[config.mk]
export PLATFORM = sky130hd
export DESIGN_NAME = cpu_mem_bridge
export DESIGN_NICKNAME = d
export VERILOG_FILES = /design/src/rtl/cpu_pkg.sv /design/src/rtl/cpu_mem_bridge.sv
export SDC_FILE = /design/constraint.sdc
export NUM_CORES = 1
export LEC_CHECK = 0
export CAP_MARGIN = 20
export CORE_UTILIZATION = 40
export CTS_BUF_LIST = sky130_fd_sc_hd__clkbuf_2
export DETAILED_ROUTE_END_ITERATION = 7
export MAX_ROUTING_LAYER = met4
export PLACE_DENSITY_LB_ADDON = 0.15
export SLEW_MARGIN = 20
export SYNTH_ARGS = -nofsm -noshare
export SYNTH_HDL_FRONTEND = slang
export SYNTH_SLANG_ARGS = --single-unit
[constraint.sdc]
create_clock -name in_clk -period 5 [get_ports in_clk]
set_input_delay 1.5 -clock in_clk [delete_from_list [all_inputs] [get_ports in_clk]]
set_output_delay 1.5 -clock in_clk [all_outputs]
set_load 0.05 [all_outputs]
[src/rtl/cpu_pkg.sv]
// Shared types and default timing constants for the CPU-side RAM bridge.
package cpu_pkg;

    typedef enum logic [1:0] {
        IDLE,
        READ_WAIT,
        WRITE,
        RESP
    } t_state_bridge;

    localparam int READ_CYCLES_DEF  = 1;
    localparam int WRITE_CYCLES_DEF = 1;

endpackage

[src/rtl/cpu_mem_bridge.sv]
// Valid/ready bridge from the CPU memory interface to RAM port 1, with
// programmable read-settle and write-hold cycles and a watched-address mirror.
//
// state     | meaning
// IDLE      | waiting for an enabled CPU request
// READ_WAIT | RAM read settling; samples read data on terminal count
// WRITE     | write enable held for WRITE_CYCLES, then read back
// RESP      | one-cycle ready pulse to the CPU
import cpu_pkg::*;

module cpu_mem_bridge #(
    parameter int ADDR_BITS    = 3,
    parameter int WORD_BITS    = 8,
    parameter int READ_CYCLES  = READ_CYCLES_DEF,
    parameter int WRITE_CYCLES = WRITE_CYCLES_DEF,
    parameter int WATCH_ADDR   = 0
) (
    input  logic                 in_clk,
    input  logic                 in_rst,
    input  logic                 in_enable,
    input  logic                 in_cpu_valid,
    input  logic                 in_cpu_write,
    input  logic [ADDR_BITS-1:0] in_cpu_addr,
    input  logic [WORD_BITS-1:0] in_cpu_data,
    output logic                 out_cpu_ready,
    output logic [WORD_BITS-1:0] out_cpu_data,
    output logic [ADDR_BITS-1:0] out_ram_addr,
    output logic [WORD_BITS-1:0] out_ram_data,
    output logic                 out_ram_write,
    input  logic [WORD_BITS-1:0] in_ram_data,
    output logic [WORD_BITS-1:0] out_watch_data,
    output logic                 out_watch_updated,
    output logic                 out_busy
);

    localparam int CNT_MAX = (READ_CYCLES > WRITE_CYCLES) ? READ_CYCLES : WRITE_CYCLES;
    localparam int CNT_W   = $clog2(CNT_MAX + 1);

    localparam logic [CNT_W-1:0]     RD_LAST = CNT_W'(READ_CYCLES);
    localparam logic [CNT_W-1:0]     WR_LAST = CNT_W'(WRITE_CYCLES - 1);
    localparam logic [ADDR_BITS-1:0] WATCH   = ADDR_BITS'(WATCH_ADDR);

    t_state_bridge        state_q, state_d;
    logic [CNT_W-1:0]     cnt_q, cnt_d;
    logic [ADDR_BITS-1:0] ram_addr_q, ram_addr_d;
    logic [WORD_BITS-1:0] ram_data_q, ram_data_d;
    logic [WORD_BITS-1:0] cpu_data_q, cpu_data_d;
    logic [WORD_BITS-1:0] watch_data_q, watch_data_d;
    logic                 ready_q, ready_d;
    logic                 watch_upd_q, watch_upd_d;
    logic                 busy_q, busy_d;

    always_comb begin
        state_d      = state_q;
        cnt_d        = cnt_q;
        ram_addr_d   = ram_addr_q;
        ram_data_d   = ram_data_q;
        cpu_data_d   = cpu_data_q;
        watch_data_d = watch_data_q;
        ready_d      = 1'b0;
        watch_upd_d  = 1'b0;

        case (state_q)
            IDLE: begin
                if (in_enable && in_cpu_valid) begin
                    ram_addr_d = in_cpu_addr;
                    ram_data_d = in_cpu_data;
                    cnt_d      = '0;
                    state_d    = in_cpu_write ? WRITE : READ_WAIT;
                end
            end
            READ_WAIT: begin
                if (cnt_q == RD_LAST) begin
                    cpu_data_d = in_ram_data;
                    cnt_d      = '0;
                    ready_d    = 1'b1;
                    state_d    = RESP;
                end else begin
                    cnt_d = cnt_q + CNT_W'(1);
                end
            end
            WRITE: begin
                if (cnt_q == WR_LAST) begin
                    if (ram_addr_q == WATCH) begin
                        watch_data_d = ram_data_q;
                        watch_upd_d  = 1'b1;
                    end
                    cnt_d   = '0;
                    state_d = READ_WAIT;
                end else begin
                    cnt_d = cnt_q + CNT_W'(1);
                end
            end
            RESP:    state_d = IDLE;
            default: state_d = IDLE;
        endcase

        // Losing the port aborts the access silently: no response, no mirror update.
        if (state_q != IDLE && !in_enable) begin
            state_d      = IDLE;
            cnt_d        = '0;
            cpu_data_d   = cpu_data_q;
            watch_data_d = watch_data_q;
            ready_d      = 1'b0;
            watch_upd_d  = 1'b0;
        end

        busy_d = (state_d != IDLE);
    end

    always_ff @(posedge in_clk or negedge in_rst) begin
        if (!in_rst) begin
            state_q      <= IDLE;
            cnt_q        <= '0;
            ram_addr_q   <= '0;
            ram_data_q   <= '0;
            cpu_data_q   <= '0;
            watch_data_q <= '0;
            ready_q      <= 1'b0;
            watch_upd_q  <= 1'b0;
            busy_q       <= 1'b0;
        end else begin
            state_q      <= state_d;
            cnt_q        <= cnt_d;
            ram_addr_q   <= ram_addr_d;
            ram_data_q   <= ram_data_d;
            cpu_data_q   <= cpu_data_d;
            watch_data_q <= watch_data_d;
            ready_q      <= ready_d;
            watch_upd_q  <= watch_upd_d;
            busy_q       <= busy_d;
        end
    end

    assign out_ram_write     = (state_q == WRITE) && in_enable;
    assign out_cpu_ready     = ready_q;
    assign out_cpu_data      = cpu_data_q;
    assign out_ram_addr      = ram_addr_q;
    assign out_ram_data      = ram_data_q;
    assign out_watch_data    = watch_data_q;
    assign out_watch_updated = watch_upd_q;
    assign out_busy          = busy_q;

endmodule

==> results.cfg <==
[synth]
post-synth-top-count-cell = dfrtp_1
synth_top_area_share_pct = 58.2
syn-cell-area_mm2 = 0.00142
yosys_register_bits = 33
netlist_instances = 114
seq_area_frac_synth_pct = 58.2
synth.largest_area_cell = dfrtp_1
yosys_warnings = 0
yosys-top-cells-count = 33 x dfrtp_1, 28 x nand2_1, 20 x mux2_2
postSynthAreaPerCell_um2 = 12.4
synthesis.nets = 142
synthTopCellsByArea = dfrtp_1 58%, mux2_2 16%, nand2_1 7.4%
synth_enable_flop_cells = 0
synthFlopType = dfrtp_1
synthArstFlopShare_pct = 100
ys_types = 25

[sta]
holdWs_ns = 0.492
timing.fmax_ghz = 0.229
rsz0062_at_grt = false
period_minus_slack_ns = 4.37
tightest_slew_ns = 0.644
setup_ws_ns = 0.628
hold_violations = 0
clock_skew_ns = 0.0115
relSlewSlack_pct = 56.7
fin_crit_sh_pct = 87.4
final.setup.tns_ns = 0
finalSetupViolCount = 0
drv_slew = 0

[detailed_routing]
drtPass1Iterations = 4
routed_wl_um = 2840
viasPerCell = 4.81
vias = 1053
routedWlPerCell_um = 13.0
drtIter0Drc = 22
drc = 0
antenna_left = 0

[clock_network]
clock-sinks = 33
post_cts_buffers = 0
h-tree-depth = 2
cts_tree = done
clk_pin_slew_ns = 0.14
numCtsBuffers = 5
cts_root_buf = clkbuf_2
cts.path.max_buffers = 2
clk_latency_ns = 0.36
holdBufCountCts = 0
cts_resized = 0

[placed_design]
hpwl_um = 2050
preCtsSetupSlack_ns = 0.631
port_buffers = 54
gp_congestion = 0.728

[global_routing]
use_met1_pct = 20.2
grt_overflow = 0
use_met2_pct = 25.7
grt_busiest_layer = met2
grt_use_met3_pct = 8.82
grt_pass1_wl_um = 4480
grt_pass1_vias = 1011
grt_start_max_net_pins = 34
grt.total_usage_pct = 17.5
grt_antenna_before_repair = 0

[outcome]
status = finished, final reports clean

[hold_path]
hp-class = flop to flop

[power_and_ir_drop]
power_frac_clock_pct = 7.8
powerDensity_mw_per_mm2 = 725
internal-power_mw = 0.742
p_leak_nw = 0.909
total_power_mw = 1.47
p_comb_share_pct = 59.9
switching_share_pct = 49.4
max-vdd-ir-drop_mv = 0.341
power.switching_mw = 0.724
pwr-share-seq_pct = 32.3

[flow_run]
maxCapViolations = 0

[setup_path]
cp_max_fo = 2
critPathKind = primary input to output pin
path_cells = clkdlybuf4s50_1, and2_1, clkdlybuf4s50_1
crit_top_cell = clkdlybuf4s50_1
cp.required_ns = 3.50
cp_top_family = buffers and inverters
cp_slowest_cell = clkdlybuf4s50_1
critical_path_buf_inv_count = 2
max_stage_delay_ns = 0.79
startpoint_type = primary input
worstPathArrival_ns = 2.87
end_kind = output pin

[floorplanning]
start_util_pct = 42.2
rows = 21
coreArea_mm2 = 0.00336
die_area_mm2 = 0.00379
dieHeight_um = 61.6
ioPinCount = 55
fp.dieW_um = 61.6

[cells_and_area]
antenna_cells = 0
final_util_pct = 60.1
nFillCells = 303
final_nets = 201
area_delta_synth_final_pct = 42.5
drive_gt1_share_pct = 18.5
-- layer usage --
metal,wire [um],share of wire [%]
met5,0,0
met2,1290,45
met1,1260,45
met4,55,1.9
met3,233,8.2
-- final cells by class --
cell class	count	area, um^2	area share, %
sequential	33	826	40.8
timing repair buffer	56	556	27.5
multi-input combinational	74	538	26.6
tap	46	57.6	2.85
clock buffer	6	30.0	1.49
inverter	3	11.3	0.557
clock inverter	1	3.75	0.186
-- registers in the layout, summed over array words and instances (netlist names) --
| register | flops |
|---|---|
| out_cpu_ready | 1 |
| out_busy | 1 |
| out_ram_addr | 3 |
| cnt_q | 1 |
| state_q | 2 |
| out_ram_data | 8 |
| out_cpu_data | 8 |
| out_watch_data | 8 |
| out_watch_updated | 1 |
-- cell usage in the layout, fill, tap and decap left out --
cell type and n:
a21bo_2 1, a21o_1 1, a21oi_1 3, a32o_1 1, and2_1 1, buf_4 2, clkbuf_2 6, clkdlybuf4s50_1 54
clkinv_1 2, dfrtp_1 33, ha_1 4, inv_1 2, mux2_2 20, nand2_1 28, nand2b_1 1, nand3_1 3
nor2_1 2, nor3_1 1, nor4_4 1, o211ai_2 1, o21ai_0 1, o22ai_1 1, o32ai_1 1, or2_2 1
or2b_1 2
-- final timing paths --
path / startpoint / to / slack (ns) / cells past startpoint
setup / recovery: in_enable / out_ram_write / 0.63 / 3
hold / removal: out_cpu_data[4]$_DFFE_PN0P_ / out_cpu_data[4]$_DFFE_PN0P_ / 0.49 / 2
setup reg to reg: state_q[0]$_DFF_PN0_ / out_watch_data[6]$_DFFE_PN0P_ / 2.89 / 5
hold reg to reg: out_cpu_data[4]$_DFFE_PN0P_ / out_cpu_data[4]$_DFFE_PN0P_ / 0.49 / 2
max in group asynchronous: in_rst / out_cpu_data[2]$_DFFE_PN0P_ / 3.19 / 2
min in group asynchronous: in_rst / out_watch_data[0]$_DFFE_PN0P_ / 1.52 / 2
-- stage by stage --
stage	cell area (um^2)	instances
global placement	1990	212
finish	2020	219
global route	2020	219
CTS	2020	219
detailed placement	1990	212
floorplan	1420	114
-- worst min-delay path: stages (launching register included) --
cell,delay (ns)
dfrtp_1,0.37
nand2_1,0.05
nand2_1,0.05
-- power by group through the flow --
stage               sequential (mW)  combinational (mW)  clock [mW]
finish                        0.473               0.878       0.114
global route                  0.490               0.923       0.129
CTS                           0.475               0.886       0.119
detailed placement            0.479               0.883           0
global placement              0.472               0.873           0
floorplan                     0.855               0.227           0
-- kinds of logic after synthesis --
group / count (synthesis) / synth area share (%)
simple gates: 40 / 13.2
flops: 33 / 58.2
mux: 20 / 15.9
compound gates: 10 / 5.29
buf+inv: 7 / 3.88
fa+ha+maj: 4 / 3.53
(Power assumes the default switching activity.)
